<file path="src/rtl/alu_pkg.sv">
// rtl/alu_pkg.sv - ALU op codes, wide-op decode and drain FSM types shared by the result drain
package alu_pkg;

    localparam logic [4:0] OP_OR   = 5'b00001;
    localparam logic [4:0] OP_AND  = 5'b00010;
    localparam logic [4:0] OP_SHR  = 5'b00011;
    localparam logic [4:0] OP_SHRA = 5'b00100;
    localparam logic [4:0] OP_SHL  = 5'b00101;
    localparam logic [4:0] OP_ROR  = 5'b00110;
    localparam logic [4:0] OP_ROL  = 5'b00111;
    localparam logic [4:0] OP_NEG  = 5'b01000;
    localparam logic [4:0] OP_NOT  = 5'b01001;
    localparam logic [4:0] OP_ADD  = 5'b01010;
    localparam logic [4:0] OP_SUB  = 5'b01011;
    localparam logic [4:0] OP_MUL  = 5'b01100;
    localparam logic [4:0] OP_DIV  = 5'b01101;

    localparam logic BEAT_LO = 1'b0;
    localparam logic BEAT_HI = 1'b1;

    typedef enum logic [1:0] {
        ST_IDLE = 2'd0,
        ST_LO   = 2'd1,
        ST_HI   = 2'd2
    } drain_state_t;

    // Only multiply and divide produce a meaningful HI word.
    function automatic logic is_wide_op(input logic [4:0] op);
        return (op == OP_MUL) || (op == OP_DIV);
    endfunction

endpackage

</file>
<file path="src/rtl/result_fifo.sv">
// rtl/result_fifo.sv - DEPTH-entry synchronous FIFO with first-word head output
module result_fifo #(
    parameter int W     = 65,
    parameter int DEPTH = 2
) (
    input  logic                       clk,
    input  logic                       reset_n,
    input  logic                       push,
    input  logic [W-1:0]               push_data,
    input  logic                       pop,
    output logic [W-1:0]               head,
    output logic [$clog2(DEPTH):0]     count,
    output logic                       full
);

    localparam int AW = $clog2(DEPTH);
    localparam int CW = AW + 1;

    logic [W-1:0]  mem [DEPTH];
    logic [AW-1:0] wr_ptr;
    logic [AW-1:0] rd_ptr;
    logic          do_push;
    logic          do_pop;

    assign full    = (count == CW'(DEPTH));
    assign do_push = push && !full;
    assign do_pop  = pop && (count != '0);
    assign head    = mem[rd_ptr];

    always_ff @(posedge clk) begin
        if (do_push) begin
            mem[wr_ptr] <= push_data;
        end
    end

    // DEPTH is a power of two, so the pointers wrap by plain overflow.
    always_ff @(posedge clk or negedge reset_n) begin
        if (!reset_n) begin
            wr_ptr <= '0;
            rd_ptr <= '0;
            count  <= '0;
        end else begin
            if (do_push) begin
                wr_ptr <= wr_ptr + 1'b1;
            end
            if (do_pop) begin
                rd_ptr <= rd_ptr + 1'b1;
            end
            if (do_push && !do_pop) begin
                count <= count + 1'b1;
            end else if (do_pop && !do_push) begin
                count <= count - 1'b1;
            end
        end
    end

endmodule

</file>
<file path="src/rtl/alu_result_drain.sv">
// rtl/alu_result_drain.sv - buffers ALU results and drains them as LO/HI bus beats; ALU_RESULT_FLAGS_EN adds zero/neg flags
module alu_result_drain
    import alu_pkg::*;
#(
    parameter int DATA_W = 32,
    parameter int DEPTH  = 2
) (
    input  logic                clk,
    input  logic                reset_n,
    input  logic                cap_valid,
    output logic                cap_ready,
    input  logic [4:0]          cap_op,
    input  logic [2*DATA_W-1:0] cap_data,
    output logic                out_valid,
    input  logic                out_ready,
    output logic [DATA_W-1:0]   out_data,
    output logic                out_hi,
    output logic                out_last,
`ifdef ALU_RESULT_FLAGS_EN
    output logic                out_zero,
    output logic                out_neg,
`endif
    output logic                busy
);

    localparam int CNT_W = $clog2(DEPTH) + 1;
`ifdef ALU_RESULT_FLAGS_EN
    localparam int ENTRY_W = 2*DATA_W + 3;
`else
    localparam int ENTRY_W = 2*DATA_W + 1;
`endif

    drain_state_t        state_q;
    drain_state_t        state_d;
    logic [ENTRY_W-1:0]  push_entry;
    logic [ENTRY_W-1:0]  head;
    logic [CNT_W-1:0]    count;
    logic                full;
    logic                push;
    logic                pop;
    logic                cap_wide;
    logic                head_wide;
    logic [DATA_W-1:0]   head_lo;
    logic [DATA_W-1:0]   head_hi;
    logic                more_after_pop;

    assign cap_ready = !full;
    assign push      = cap_valid && cap_ready;
    assign cap_wide  = is_wide_op(cap_op);

`ifdef ALU_RESULT_FLAGS_EN
    logic cap_zero;
    logic cap_neg;

    assign cap_zero   = cap_wide ? (cap_data == '0) : (cap_data[DATA_W-1:0] == '0);
    assign cap_neg    = cap_wide ? cap_data[2*DATA_W-1] : cap_data[DATA_W-1];
    assign push_entry = {cap_zero, cap_neg, cap_wide, cap_data};
    assign out_zero   = out_valid && head[2*DATA_W+2];
    assign out_neg    = out_valid && head[2*DATA_W+1];
`else
    assign push_entry = {cap_wide, cap_data};
`endif

    assign head_wide = head[2*DATA_W];
    assign head_hi   = head[2*DATA_W-1:DATA_W];
    assign head_lo   = head[DATA_W-1:0];

    // A same-cycle capture refills the buffer, so the next LO beat follows without a gap.
    assign more_after_pop = (count > CNT_W'(1)) || push;

    assign busy = (count != '0) || (state_q != ST_IDLE);

    result_fifo #(
        .W     (ENTRY_W),
        .DEPTH (DEPTH)
    ) u_fifo (
        .clk       (clk),
        .reset_n   (reset_n),
        .push      (push),
        .push_data (push_entry),
        .pop       (pop),
        .head      (head),
        .count     (count),
        .full      (full)
    );

    always_ff @(posedge clk or negedge reset_n) begin
        if (!reset_n) begin
            state_q <= ST_IDLE;
        end else begin
            state_q <= state_d;
        end
    end

    // Beat outputs come from the held head entry, so they stay stable under backpressure.
    always_comb begin
        state_d   = state_q;
        pop       = 1'b0;
        out_valid = 1'b0;
        out_data  = '0;
        out_hi    = BEAT_LO;
        out_last  = 1'b0;
        case (state_q)
            ST_IDLE: begin
                if (count != '0) begin
                    state_d = ST_LO;
                end
            end
            ST_LO: begin
                out_valid = 1'b1;
                out_data  = head_lo;
                out_last  = !head_wide;
                if (out_ready) begin
                    if (head_wide) begin
                        state_d = ST_HI;
                    end else begin
                        pop     = 1'b1;
                        state_d = more_after_pop ? ST_LO : ST_IDLE;
                    end
                end
            end
            ST_HI: begin
                out_valid = 1'b1;
                out_data  = head_hi;
                out_hi    = BEAT_HI;
                out_last  = 1'b1;
                if (out_ready) begin
                    pop     = 1'b1;
                    state_d = more_after_pop ? ST_LO : ST_IDLE;
                end
            end
            default: begin
                state_d = ST_IDLE;
            end
        endcase
    end

endmodule
</file>
<file path="config.mk">
export PLATFORM = sky130hd
export DESIGN_NAME = alu_result_drain
export DESIGN_NICKNAME = d
export VERILOG_FILES = /design/src/rtl/alu_pkg.sv /design/src/rtl/result_fifo.sv /design/src/rtl/alu_result_drain.sv
export SDC_FILE = /design/constraint.sdc
export NUM_CORES = 1
export LEC_CHECK = 0
export BUFFER_PORTS_ARGS = -buffer_cell sky130_fd_sc_hd__buf_2
export CORE_ASPECT_RATIO = 1.1
export CORE_UTILIZATION = 50
export DETAILED_ROUTE_END_ITERATION = 10
export GPL_TIMING_DRIVEN = 0
export PLACE_DENSITY = 0.87
export SYNTH_ARGS = -nofsm -noshare
export SYNTH_HDL_FRONTEND = slang
export SYNTH_SLANG_ARGS = --single-unit
</file>
<file path="constraint.sdc">
create_clock -name clk -period 3.65 [get_ports clk]
set_input_delay 0.1825 -clock clk [delete_from_list [all_inputs] [get_ports clk]]
set_output_delay 0.1825 -clock clk [all_outputs]
set_load 0.02 [all_outputs]
</file>
Word-level counts from Yosys, hierarchy flattened

Memory sizes are Yosys's and may differ from the RTL's.
Cells that the tools add are included.

Reductions and logical operators: 18
Order comparisons: 1
$add $sub $neg: 4
Mux-type cells: 18
Equal/unequal tests: 8

Operator list:

| kind                                                | count |
|---|---|
| one-hot mux 32 bit (2 select lines)                 | 1 |
| two-way mux 2 bit                                   | 6 |
| == test 5 x 4 -> 1 bit (second input constant)      | 2 |
| two-way mux 1 bit                                   | 8 |
| inequality test 2 bit (second input constant)       | 3 |
| one-hot mux 2 bit (3 select lines)                  | 1 |
| nonzero test 2 bit                                  | 3 |
| logical AND 1 bit                                   | 5 |
| == test 2 bit (second input constant)               | 2 |
| zero test 1 bit                                     | 4 |
| one-hot mux 1 bit (2 select lines)                  | 2 |
| logical OR 1 bit                                    | 3 |
| AND reduction 3 bit                                 | 1 |
| adder 1 bit (second input constant)                 | 2 |
| adder 2 x 1 -> 2 bit (second input constant)        | 1 |
| == test 2 x 1 -> 1 bit (second input constant)      | 1 |
| > comparator 2 x 1 -> 1 bit (second input constant) | 1 |
| zero test 2 bit                                     | 1 |
| OR reduction 2 bit                                  | 1 |
| subtractor 2 x 1 -> 2 bit (second input constant)   | 1 |

RAM bits: 130
Register bits after elaboration: 6
Input port bits: 73
Memories kept: 1
Output and inout bits: 37
Word-level logic and storage cells: 54

Memory list:

| memory     | words | width | read ports | clocked after memory_dff | write ports | line              | source |
|---|---|---|---|---|---|---|---|
| u_fifo.mem | 2     | 65    | 1          | 0                        | 1           | result_fifo.sv:19 | `logic [W-1:0] mem [DEPTH];` |

Longest topological paths before layout

Depth in word-level cells: 8
Gate-level depth with buffers: 8
Gate-level depth less buffers: 7

Modules after synthesis

A second synthesis with hierarchy kept.

Cell total of the unflattened synthesis: 322
Area total of the unflattened synthesis: 5785.5 um^2

Modules (own cells, without submodules):

| module           | times used | cells each | seq. area each (um^2) | area an instance (um^2) |
|---|---|---|---|---|
| result_fifo      | 1          | 220        | 4003.8                | 5044.8 |
| alu_result_drain | 1          | 102        | 50.0                  | 740.7 |

Worst setup path before layout

No wires, ideal clock.

Path kind: flip-flop to flip-flop
Start point: register u_fifo.count[0]
End point: memory u_fifo.mem[0][0], enable pin
Slack: -0.378 ns
Period minus slack after synthesis: 4.028 ns
Required time: 3.162 ns
Arrival time: 3.540 ns
Stages on the path, launching flop included: 5
Buffers on the path: 0
Setup time: 0.488 ns
Cell sequence: dfrtp_1 inv_1 ha_1 nand2b_1 nor2_1

Cells in the longest elaborated chain, start to end: 6

Ends and longest elaborated chain:

| what                                      | line                                      | source |
|---|---|---|
| start, declared                           | result_fifo.sv:12                         | `output logic [$clog2(DEPTH):0] count,` |
| start signal, assigned                    | result_fifo.sv:50                         | `count <= count + 1'b1;` |
| start signal, assigned                    | result_fifo.sv:52                         | `count <= count - 1'b1;` |
| == test 2 bit *                           | result_fifo.sv:25                         | `assign full = (count == CW'(DEPTH));` |
| zero test 1 bit *                         | result_fifo.sv:26, alu_result_drain.sv:47 |  |
| logical AND 1 bit                         | alu_result_drain.sv:48                    | `assign push = cap_valid && cap_ready;` |
| logical AND 1 bit *                       | result_fifo.sv:26                         | `assign do_push = push && !full;` |
| two-way mux 1 bit *                       | result_fifo.sv:31                         | `if (do_push) begin` |
| two-way mux 1 bit (implied by the code) * | result_fifo.sv:32                         | `mem[wr_ptr] <= push_data;` |
| end, declared                             | result_fifo.sv:19                         |  |

Every way passes the cells marked *; elsewhere a longest branch is shown, timed or not.

Final worst setup path

Start point: register state_q[0]
End point: output out_data[18]

Cells in the longest elaborated chain, start to end: 2
Elaborated cells between the ends (all ways): 3
Those cells by class: eq/ne (2); mux (1)

Ends and longest elaborated chain:

| what                                                           | line                    | source |
|---|---|---|
| start, declared                                                | alu_result_drain.sv:33  | `drain_state_t state_q;` |
| start signal, assigned                                         | alu_result_drain.sv:91  | `state_q <= state_d;` |
| == test 2 bit / == test 2 x 1 -> 1 bit (equally long branches) | alu_result_drain.sv:103 | `case (state_q)` |
| one-hot mux 32 bit (2 select lines) *                          | alu_result_drain.sv:103 |  |
| end, declared                                                  | alu_result_drain.sv:16  | `output logic [DATA_W-1:0] out_data,` |

Marked as above.

==> impl_metrics.csv <==
group,metric,value,unit
critical_path,path_delay_family,"buffers and inverters",
placed_design,placed_cells,577,
critical_path,cp-end-kind,"output port",
clock_tree,post_cts_buffers,0,
power_and_ir_drop,pwr-share-clk,28.3,%
logic_synthesis,synth_ff_type,"edfxtp_1",
die,num_rows,40,
grt,top_usage_layer,"met2",
grt,grt_max_degree,66,
grt,track_usage,21.6,%
die,die-area,11700,um2
cells_and_area,drive_gt1_share,35.7,%
logic_synthesis,synth_warnings,0,
cells_and_area,antenna_cells,0,
critical_path,critical_path_buf_inv_count,4,
run,cap_violations,0,
die,start_util,51.4,%
die,core-area,11000,um2
cells_and_area,instances_no_fill,674,
clock_tree,cts_resized,0,
placed_design,post-place-ws,1.44,ns
hold_path,hold_class,"input pin to flop",
cells_and_area,nets,595,
grt,grt_pass1_wl,18000,um
die,die_x,103,um
logic_synthesis,ys_ff_latch,136,
logic_synthesis,syn_nets,401,
routing,ant_nets,0,
critical_path,crit_chain,"inv_1 > ha_1 > clkbuf_1 > clkbuf_1 > a22oi_1 > nor2b_1 > buf_2",
timing,slew_viol_final,0,
routing,viasPerCell,5.16,
routing,drt_pass1_iterations,5,
grt,grt_overflow,0,
power_and_ir_drop,power_switching,0.00195,W
critical_path,arrival,2.38,ns
timing,postLayoutSetupSlackWorst,1.09,ns
outcome,outcome,"finished, final reports clean",
logic_synthesis,syn-cell-area,5630,um2
critical_path,startpoint_type,"flop",
timing,rsz0062_at_grt,"no",
timing,clock_skew,0.00578,ns
critical_path,slowest_delay,0.45,ns
timing,tightest_slew,0.920,ns
logic_synthesis,ys_seq_area_share,72.0,%
power_and_ir_drop,sw_frac_of_total,32.1,%
critical_path,critPathRequiredTime,3.47,ns
critical_path,rrSetupSlack,1.46,ns
power_and_ir_drop,vdd_drop_max,0.491,mV
grt,grtUsageMet1,23.8,%
die,ioPinCount,110,
clock_tree,cts.sinks,136,
timing,setup_tns,0,ns
cells_and_area,syn2layout_area_growth,36.1,%
power_and_ir_drop,p_comb_share,34.7,%
cells_and_area,finish.utilization,70.0,%
routing,drcViolationCount,0,
grt,first_global_vias,3686,
clock_tree,clockBufferDepth,2,
timing,fin_crit,2.56,ns
clock_tree,clk_latency,0.41,ns
timing,finalSetupViolCount,0,
power_and_ir_drop,p_per_area,790,nW/um2
critical_path,startpoint,"state_q[0]",
power_and_ir_drop,pwr-share-seq,37.0,%
critical_path,path_class,"flop to output port",
logic_synthesis,synthCells,320,
routing,wl_per_cell,17.7,um
hold_path,min_from,"cap_op[1]",
logic_synthesis,synth_edf_count,130,
critical_path,r2r-start,"u_fifo.count[0]",
routing,drt_iter0_markers,185,
clock_tree,cts-htree-levels,4,
timing,whs,0.0835,ns
routing,wl,11900,um
clock_tree,clkTransAtPathRegs,0.06,ns
logic_synthesis,syn_area_per_cell,17.6,um2
die,die_y,113,um
grt,antenna_found_initial,0,
power_and_ir_drop,p_leak,2.93,nW
placed_design,numPortBuffers,108,
clock_tree,cts_tree,"done",
timing,finalCritPeriodShare,70.2,%
critical_path,critPathMostFrequentCell,"clkbuf_1",
logic_synthesis,synth.distinct_cells,27,
grt,use_met3,5.19,%
critical_path,slowest_stage,"clkbuf_1",
grt,grt_use_met2,39.2,%
routing,num_vias,3475,
clock_tree,cts_root_buf,"clkbuf_16",
clock_tree,cts_buffers,17,
timing,slew_headroom,38.7,%
timing,max_freq,391,MHz
logic_synthesis,synthArstFlopShare,4.41,%
critical_path,cp_max_fo,10,
power_and_ir_drop,internal-power,0.00411,W
placed_design,finalWeightedCongestion,0.738,
timing,hold_viol,0,
placed_design,place_hpwl,7270,um
clock_tree,cts_hold_buf,65,
## synthesized netlist by cell type, drive strengths merged (2+ instances only)
| cell type | number | area, um2 |
|---|---|---|
| a22oi | 32 | 240 |
| and2 | 2 | 12.5 |
| buf | 9 | 76.3 |
| clkbuf | 9 | 33.8 |
| dfrtp | 6 | 150 |
| edfxtp | 130 | 3900 |
| ha | 8 | 100 |
| inv | 7 | 26.3 |
| mux2 | 64 | 747 |
| nand2 | 4 | 15.0 |
| nor2 | 2 | 7.51 |
| nor2b | 32 | 200 |
| o21ai | 3 | 15.0 |
| xnor2 | 3 | 26.3 |
## per-stage QoR
step                power, W  cell area [um2]
detailed placement   0.00431             6420
global placement     0.00421             6360
finish               0.00606             7670
CTS                  0.00609             7670
floorplan            0.00369             5640
global route         0.00634             7670
## placed cells by master, fill, tap and decap left out, types with 2 or more instances in the layout
master / synthesis / routed
dlygate4sd3_1: 0 / 65
clkbuf_1: 9 / 9
buf_6: 5 / 5
dfrtp_1: 6 / 6
bufinv_16: 0 / 3
o21ai_0: 2 / 2
clkinv_4: 0 / 3
inv_6: 0 / 2
buf_2: 4 / 112
clkinvlp_4: 0 / 3
edfxtp_1: 130 / 130
clkinv_2: 0 / 4
ha_1: 8 / 8
a22oi_1: 32 / 32
nand2_1: 4 / 4
mux2_4: 7 / 7
nor2b_1: 32 / 32
mux2_2: 26 / 26
inv_1: 7 / 7
mux2_1: 31 / 31
xnor2_1: 3 / 3
clkbuf_16: 0 / 17
## power by group through the flow
stage / sequential [W] / clock [W] / combinational, W
after global placement: 0.00227 / 0 / 0.00194
after global routing: 0.00227 / 0.00181 / 0.00226
after detailed placement: 0.00227 / 0 / 0.00204
after CTS: 0.00224 / 0.00174 / 0.00211
after floorplan: 0.00225 / 0 / 0.00144
final: 0.00224 / 0.00172 / 0.00210
## registers in the layout, summed over array words and instances, names as in the netlist
signal	count
u_fifo.wr_ptr	1
state_q	2
u_fifo.count	2
u_fifo.mem	130
u_fifo.rd_ptr	1
## final cells by class
type                            instances  area (um2)
Tap cell                              147         184
Timing Repair Buffer                  175        1240
Buffer                                 18         110
Clock inverter                         15         176
Fill cell                             692        3290
Multi-Input combinational cell        159        1450
Clock buffer                           17         425
Inverter                                7        26.3
Sequential cell                       136        4050
## final timing paths
check | end | cells past startpoint
min in group asynchronous | state_q[0] | 2
hold / removal | u_fifo.mem[1][64] | 2
hold reg to reg | u_fifo.count[1] | 2
setup reg to reg | u_fifo.mem[1][46] | 5
max in group asynchronous | u_fifo.count[0] | 2
setup / recovery | out_data[18] | 7
## per-layer routing
layer	part of all wire (%)	routed length, um	vias to the layer above
met5	0	0	-
met4	1.9	232	0
li1	-	-	1625
met2	54	6490	110
met1	39	4660	1723
met3	4.6	547	17
## worst register-to-register path: stages, from the launching register on
cell      delay (ns)
dfrtp_1         0.39
inv_1           0.08
ha_1            0.20
nand2b_1        0.23
inv_1           0.12
and2_4          0.75
## logic make-up after synthesis
| family | Yosys count | share of synthesized area [%] |
|---|---|---|
| AND/OR/NAND/NOR | 43 | 4.73 |
| XOR/XNOR | 4 | 0.622 |
| adder cells (fa/ha/maj) | 8 | 1.78 |
| flip-flops | 136 | 72.0 |
| multiplexers | 65 | 13.4 |
| buffers and inverters | 25 | 2.42 |
| AO/OA/AOI/OAI | 39 | 5.06 |
Note: power is estimated with default switching activity, not from simulation.
